`config.mk`:
```
export PLATFORM = sky130hd
export DESIGN_NAME = frame_read_arbiter
export DESIGN_NICKNAME = d
export VERILOG_FILES = /design/src/rtl/frame_read_arbiter.sv
export SDC_FILE = /design/constraint.sdc
export NUM_CORES = 1
export LEC_CHECK = 0
export ABC_AREA = 1
export CAP_MARGIN = 20
export CORE_MARGIN = 5
export CORE_UTILIZATION = 42
export CTS_CLUSTER_SIZE = 30
export DETAILED_ROUTE_END_ITERATION = 10
export GPL_TIMING_DRIVEN = 0
export PLACE_DENSITY = 0.75
export SYNTH_ARGS = -nofsm -noshare
export SYNTH_HDL_FRONTEND = slang
export SYNTH_SLANG_ARGS = --single-unit
```
`constraint.sdc`:
```
create_clock -name clk -period 1.5 [get_ports clk]
set_input_delay 0.225 -clock clk [delete_from_list [all_inputs] [get_ports clk]]
set_output_delay 0.225 -clock clk [all_outputs]
set_load 0.02 [all_outputs]
```
`src/rtl/frame_read_arbiter.sv`:
```
// rtl/frame_read_arbiter.sv - shares the SDRAM frame-buffer read port between display and resize, sequences resize passes
module frame_read_arbiter #(
  parameter int          RD_LAT  = 2,
  parameter logic [23:0] TIMEOUT = 24'd5_000_000
) (
  input  logic        clk,
  input  logic        rst_n,
  input  logic        key_n,
  input  logic        vsync,
  input  logic        disp_req,
  input  logic [22:0] disp_addr,
  output logic        disp_rvalid,
  output logic [7:0]  disp_rdata,
  input  logic        rsz_req,
  input  logic [22:0] rsz_addr,
  output logic        rsz_gnt,
  output logic        rsz_rvalid,
  output logic [7:0]  rsz_rdata,
  output logic        rsz_start,
  input  logic        rsz_done,
  output logic        mem_rd,
  output logic [22:0] mem_addr,
  input  logic [7:0]  mem_rdata,
  output logic        capture_pause,
  output logic        busy,
  output logic        done,
  output logic        err
);

  typedef enum logic [1:0] {
    ST_IDLE  = 2'd0,
    ST_ARM   = 2'd1,
    ST_RUN   = 2'd2,
    ST_DRAIN = 2'd3
  } state_t;

  // Last DRAIN cycle index: DRAIN lasts exactly RD_LAT cycles so every read
  // granted in the final RUN cycle has its tag retired before IDLE.
  localparam logic [3:0] DRAIN_LAST = 4'(RD_LAT - 1);

  state_t state_q, state_d;

  // Pushbutton idles high, so its synchroniser resets to 1 to avoid a
  // phantom press coming out of reset.
  logic key_s1_q, key_s1_d;
  logic key_s2_q, key_s2_d;
  logic key_s3_q, key_s3_d;
  logic vs_s1_q, vs_s1_d;
  logic vs_s2_q, vs_s2_d;
  logic vs_s3_q, vs_s3_d;
  logic key_press;
  logic vs_edge;

  logic [23:0] wdog_q, wdog_d;
  logic [3:0]  drain_q, drain_d;
  logic        cap_q, cap_d;
  logic        start_q, start_d;
  logic        done_q, done_d;
  logic        err_q, err_d;

  logic        mem_rd_q, mem_rd_d;
  logic [22:0] mem_addr_q, mem_addr_d;
  logic        rd_issue;

  // Owner tag per in-flight read: stage 0 travels alongside mem_rd.
  logic [RD_LAT-1:0] tag_vld_q, tag_vld_d;
  logic [RD_LAT-1:0] tag_rsz_q, tag_rsz_d;
  logic              disp_rvalid_q, disp_rvalid_d;
  logic              rsz_rvalid_q, rsz_rvalid_d;

  // Synchroniser shift and edge detection for the two asynchronous inputs
  always_comb begin
    key_s1_d  = key_n;
    key_s2_d  = key_s1_q;
    key_s3_d  = key_s2_q;
    vs_s1_d   = vsync;
    vs_s2_d   = vs_s1_q;
    vs_s3_d   = vs_s2_q;
    key_press = key_s3_q & ~key_s2_q;
    vs_edge   = vs_s2_q & ~vs_s3_q;
  end

  // Pass sequencer: next state, watchdog, drain counter and pass outputs
  always_comb begin
    state_d = state_q;
    wdog_d  = wdog_q;
    drain_d = drain_q;
    cap_d   = cap_q;
    start_d = 1'b0;
    done_d  = 1'b0;
    err_d   = err_q;
    case (state_q)
      ST_IDLE: begin
        if (key_press) begin
          state_d = ST_ARM;
          err_d   = 1'b0;
        end
      end
      ST_ARM: begin
        if (vs_edge) begin
          state_d = ST_RUN;
          cap_d   = 1'b1;
          start_d = 1'b1;
          wdog_d  = 24'd0;
        end
      end
      ST_RUN: begin
        wdog_d = wdog_q + 24'd1;
        // A done arriving on the timeout cycle counts as a normal finish.
        if (rsz_done) begin
          state_d = ST_DRAIN;
          drain_d = 4'd0;
        end else if (wdog_q == TIMEOUT - 24'd1) begin
          state_d = ST_DRAIN;
          drain_d = 4'd0;
          err_d   = 1'b1;
        end
      end
      ST_DRAIN: begin
        if (drain_q == DRAIN_LAST) begin
          state_d = ST_IDLE;
          done_d  = 1'b1;
          cap_d   = 1'b0;
        end else begin
          drain_d = drain_q + 4'd1;
        end
      end
      default: state_d = ST_IDLE;
    endcase
  end

  // Port arbitration: display has hard priority, resize only in RUN gaps
  always_comb begin
    rsz_gnt    = rsz_req & ~disp_req & (state_q == ST_RUN);
    rd_issue   = disp_req | rsz_gnt;
    mem_rd_d   = rd_issue;
    mem_addr_d = mem_addr_q;
    if (rd_issue) begin
      mem_addr_d = disp_req ? disp_addr : rsz_addr;
    end
  end

  // Owner tag pipeline and return steering
  always_comb begin
    tag_vld_d    = tag_vld_q;
    tag_rsz_d    = tag_rsz_q;
    tag_vld_d[0] = rd_issue;
    tag_rsz_d[0] = ~disp_req;
    for (int i = 1; i < RD_LAT; i++) begin
      tag_vld_d[i] = tag_vld_q[i-1];
      tag_rsz_d[i] = tag_rsz_q[i-1];
    end
    disp_rvalid_d = tag_vld_q[RD_LAT-1] & ~tag_rsz_q[RD_LAT-1];
    rsz_rvalid_d  = tag_vld_q[RD_LAT-1] &  tag_rsz_q[RD_LAT-1];
  end

  // State registers; reset discards every in-flight tag
  always_ff @(posedge clk) begin
    if (!rst_n) begin
      state_q       <= ST_IDLE;
      key_s1_q      <= 1'b1;
      key_s2_q      <= 1'b1;
      key_s3_q      <= 1'b1;
      vs_s1_q       <= 1'b0;
      vs_s2_q       <= 1'b0;
      vs_s3_q       <= 1'b0;
      wdog_q        <= 24'd0;
      drain_q       <= 4'd0;
      cap_q         <= 1'b0;
      start_q       <= 1'b0;
      done_q        <= 1'b0;
      err_q         <= 1'b0;
      mem_rd_q      <= 1'b0;
      mem_addr_q    <= 23'd0;
      tag_vld_q     <= '0;
      tag_rsz_q     <= '0;
      disp_rvalid_q <= 1'b0;
      rsz_rvalid_q  <= 1'b0;
    end else begin
      state_q       <= state_d;
      key_s1_q      <= key_s1_d;
      key_s2_q      <= key_s2_d;
      key_s3_q      <= key_s3_d;
      vs_s1_q       <= vs_s1_d;
      vs_s2_q       <= vs_s2_d;
      vs_s3_q       <= vs_s3_d;
      wdog_q        <= wdog_d;
      drain_q       <= drain_d;
      cap_q         <= cap_d;
      start_q       <= start_d;
      done_q        <= done_d;
      err_q         <= err_d;
      mem_rd_q      <= mem_rd_d;
      mem_addr_q    <= mem_addr_d;
      tag_vld_q     <= tag_vld_d;
      tag_rsz_q     <= tag_rsz_d;
      disp_rvalid_q <= disp_rvalid_d;
      rsz_rvalid_q  <= rsz_rvalid_d;
    end
  end

  // Read data arrives in the rvalid cycle, so it is passed straight through
  // and gated to zero whenever no return is due.
  assign disp_rvalid   = disp_rvalid_q;
  assign rsz_rvalid    = rsz_rvalid_q;
  assign disp_rdata    = disp_rvalid_q ? mem_rdata : 8'h00;
  assign rsz_rdata     = rsz_rvalid_q ? mem_rdata : 8'h00;
  assign rsz_start     = start_q;
  assign mem_rd        = mem_rd_q;
  assign mem_addr      = mem_addr_q;
  assign capture_pause = cap_q;
  assign busy          = (state_q != ST_IDLE);
  assign done          = done_q;
  assign err           = err_q;

endmodule

```
* Yosys cells after proc, flatten, opt, wreduce, memory -nomap -nowiden *
Cells that the tools add are included.

operators by class
  add/subtract/negate cells = 2
  bitwise gates (word level) = 11
  reduce and logical (&&, ||, !) cells = 13
  equal/unequal tests = 12
  mux-type cells = 24

operator list
  kind                   count
  $pmux 24 s2            1
  $add 24x1->24 const B  1
  $eq 24x23->1 const B   1
  $mux 24                1
  $mux 23                1
  $mux 8                 2
  $mux 4                 3
  $ne 2x2->1 const B     6
  $mux 2                 5
  $reduce_bool 2->1      5
  $pmux 2 s4             1
  $pmux 4 s2             1
  $reduce_and 4->1       2
  $mux 1                 7
  $and 1x1->1            6
  $reduce_and 2->1       3
  $reduce_and 3->1       2
  $add 4x1->4 const B    1
  $eq 2x2->1 const B     2
  $eq 4x1->1 const B     1
  $not 1->1              4
  $pmux 1 s2             2
  $ne 3x3->1 const B     1
  $eq 2x1->1 const B     1
  2 further kinds        2

word-level totals
  input bits = 61
  flip-flop bits (word level) = 70

* Longest topological paths before layout *
  depth after elaboration = 4
  mapped depth = 11

* Worst setup path before layout *
No wires, ideal clock.

  path kind = reg2reg
  start = reg state_q[0]
  end = reg wdog_q[18]
  period minus slack after synthesis = 1606 ps
  setup slack = -106 ps
  data arrival time = 1494 ps
  path buffers = 0
  stages on the path, launching flop included = 12
  setup time = 113 ps
  path through = dfxtp_1 -> inv_1 -> ha_1 -> inv_2 -> o21ai_4 -> nand2_2 -> nor2_4 -> nand2_2 -> nor2_2 -> nand2_1 -> nand2_1 -> nor2_1

on the way
  longest elaborated chain between the ends = 3

RTL lines
  what                                                              RTL line  RTL
  start: declaration                                                41        state_t state_q, state_d;
  start signal: assignment                                          180       state_q <= state_d;
  $eq 2x1->1 / $eq 2x2->1 (equally long branches)                   92        case (state_q)
  $ne 2x2->1 (no line) / $reduce_bool 2->1 (equally long branches)  -
  $reduce_and 2->1 (no line)                                        -
  end signal: assignment                                            187       wdog_q <= wdog_d;
  end: declaration                                                  54        logic [23:0] wdog_q, wdog_d;

Several ways; a longest one is shown, not always the timed one.
A chain may end at the register's enable or synchronous reset.

* Final worst setup path *
  start = reg state_q[1]
  end = reg wdog_q[16]

The elaborated chain is that of the path after synthesis.

==> flow_summary.ini <==
[outcome]
status = complete, but fails checks
violations = setup timing

[global_routing]
grt_pass1_wl_um = 15300
use_met1_pct = 22.0
grt_use_met2_pct = 32.6
track_usage_pct = 19.1
grt_overflow = 0
grt_pass1_vias = 3452
antenna_found_initial = 0
grt_busiest_layer = met2
grt_max_degree = 13
use_met3_pct = 6.73

[worst_hold_path]
hp-class = in -> reg

[timing]
worst_slew_pin_slew_ps = 513
relSlewSlack_pct = 65.8
fmax_mhz = 629
min_period_ps = 1590
setup_slack_ps = -89.4
fin_crit_sh_pct = 106
rsz0062_at_grt = true
finalHoldViolations = 0
setup_viol = 17
drv_slew = 0
clock_skew_ps = 6.59

[clock_network]
clock-root-buffer = clkbuf_8
cts_buffers = 9
clock_path_buffers = 2
clkTransAtPathRegs_ps = 80
htreeDepth = 3
clock-sinks = 69
hold_buffers = 0
cts_tree = yes
clk_latency_ps = 340

[yosys]
netlist_instances = 498
yosysWarnings = 0
netlist_area_um2 = 3350
synth-main-ff-cell = dfxtp_1
synth_area_per_cell_um2 = 6.73
yosysSeqAreaShare_pct = 41.2
synthTopCellsByArea = dfxtp_1, a21oi_1, inv_1
synthArstFlopShare_pct = 0
synth_top_area_share_pct = 41.2
synth_cell_types = 30
synth_edf_count = 0
ys_ff_latch = 69
synth_common_cells = inv_1, nand2_1, a21oi_1
synth_area_leader_cell = dfxtp_1
synth_nets = 566
yosysMostFrequentCell = inv_1

[setup_path]
critPathBufInv = 1
critPathKind = reg -> reg
slowest_delay_ps = 390
worst_ep_arrival_time_ps = 1830
start_kind = flip-flop
crit_chain = inv_4, ha_4, o21ai_4, nand2_2, nor2_4, nand2_2, nor2_4, nand2_1, nand2_1, nor2_1
critical_path.top_delay_family = simple AND/OR/NAND/NOR gates
endpoint_kind = flip-flop
worstPathRequired_ps = 1740
critPathSlowestCell = dfxtp_4
cp_max_fo = 5

[floorplan]
start_util_pct = 43.2
core_um2 = 7770
dieArea_um2 = 9870
ioPinCount = 109
chipHeight_um = 99.3
die_w_um = 99.3
core.rowCount = 32

[finish]
synthToLayoutAreaGrowth_pct = 57.3
fin_util_pct = 67.9
nNetsFinal = 707
antennaDiodeCount = 0
final_layout_size_suffix_gt1_share_pct = 22.2

[placed_design]
dp_hpwl_um = 6970
numPortBuffers = 108
place.gp.congestion = 0.951

[detailed_routing]
num_vias = 3615
drt_iter0_markers = 92
vias_per_cell = 4.85
drc = 0
wirelength_um = 9970
detail-route-antenna-nets = 0
routedWlPerCell_um = 13.4
first_pass_iters = 4

[power]
p_total_w = 0.00501
ir_drop_uv = 415
power_density_nw_per_um2 = 951
leakage_nw = 2.48

[run]
cap_violations = 0
## final cells by class
cell class | instances | area, µm²
clock inverters | 5 | 80.1
flip-flops and latches | 69 | 1400
repair buffers | 130 | 1200
fillers | 634 | 2490
plain buffers | 17 | 131
clock buffers | 11 | 163
multi-input cells | 323 | 1830
well taps | 102 | 128
inverters | 89 | 344
## logic make-up (layout without fill, tap and decap cells)
logic type      count (synthesis)  after routing  synth area share, %
simple gates                  200            200                 26.1
flops                          69             69                 41.2
compound gates                114            114                 17.5
xor+xnor                        2              2                0.523
fa+ha+maj                       7              7                 2.61
buf+inv                       106            252                 12.0
## worst min-delay path: stages
cell,delay (ps)
dlygate4sd2_1,330
nor2_4,60
nor2_1,70
## per-layer routing
layer / up-vias / wire, µm / share of wire (%)
met5: - / 0 / 0
met4: 0 / 119 / 1.2
met3: 11 / 774 / 7.8
met2: 115 / 5090 / 51
met1: 1629 / 3990 / 40
li1: 1860 / - / -
## report_power, final
group | total (W) | switching (W) | internal, W
clock | 0.00180 | 0.000723 | 0.00108
sequential | 0.00202 | 0.0000802 | 0.00194
combinational | 0.00119 | 0.000630 | 0.000565
## placed cells by master, fill, tap and decap left out, types with 5 or more instances in the layout
master / n
buf_4: 18
a21oi_1: 69
nand3_1: 16
inv_1: 81
nand2_2: 8
clkdlybuf4s15_2: 6
buf_6: 8
nor3_1: 5
nand3_2: 6
clkdlybuf4s50_1: 59
o21ai_1: 15
nor2_4: 8
o21ai_2: 15
nor2_1: 60
nand4_1: 7
dfxtp_1: 64
dlygate4sd2_1: 30
nand2_1: 75
clkbuf_8: 11
clkbuf_2: 7
clkbuf_1: 5
a21oi_2: 7
## what timing repair did
item / CTS / global route
endpoints found under the hold margin: 0 / 0
gates resized for setup: 138 / 94
endpoints found under the setup margin: 98 / 72
setup buffers: 11 / 10
pin swaps: 16 / 21
cloned: 0 / 1
## flip-flops by register name, indices dropped and copies added (netlist names)
signal,count
err,1
vs_s2_q,1
state_q,2
tag_vld_q,2
key_s1_q,1
disp_rvalid,1
rsz_start,1
mem_addr,23
key_s3_q,1
key_s2_q,1
capture_pause,1
drain_q,4
tag_rsz_q,2
wdog_q,24
rsz_rvalid,1
vs_s3_q,1
vs_s1_q,1
done,1
## worst paths after layout
path	from	endpoint	slack, ps	cells past startpoint
min	disp_req	tag_vld_q[0]$_SDFF_PN0_	380	3
max reg2reg	state_q[1]$_SDFFE_PN0P_	wdog_q[16]$_SDFFE_PN0P_	-90	10
max	state_q[1]$_SDFFE_PN0P_	wdog_q[16]$_SDFFE_PN0P_	-90	10
min reg2reg	tag_rsz_q[1]$_SDFF_PN0_	disp_rvalid$_SDFF_PN0_	410	1
## stage by stage
step                hold slack [ps]  instances  area (µm²)  setup WS [ps]  setup TNS (ps)
CTS                             342        735        5020          -96.5            -587
global route                    407        746        5270           -221           -3280
finish                          384        746        5270          -89.4            -778
detailed placement              399        708        4590           -933          -18360
floorplan                       323        498        3380          -27.4           -27.4
global placement                393        708        4590           -918          -16640
Note: power is estimated with default switching activity, not from simulation.
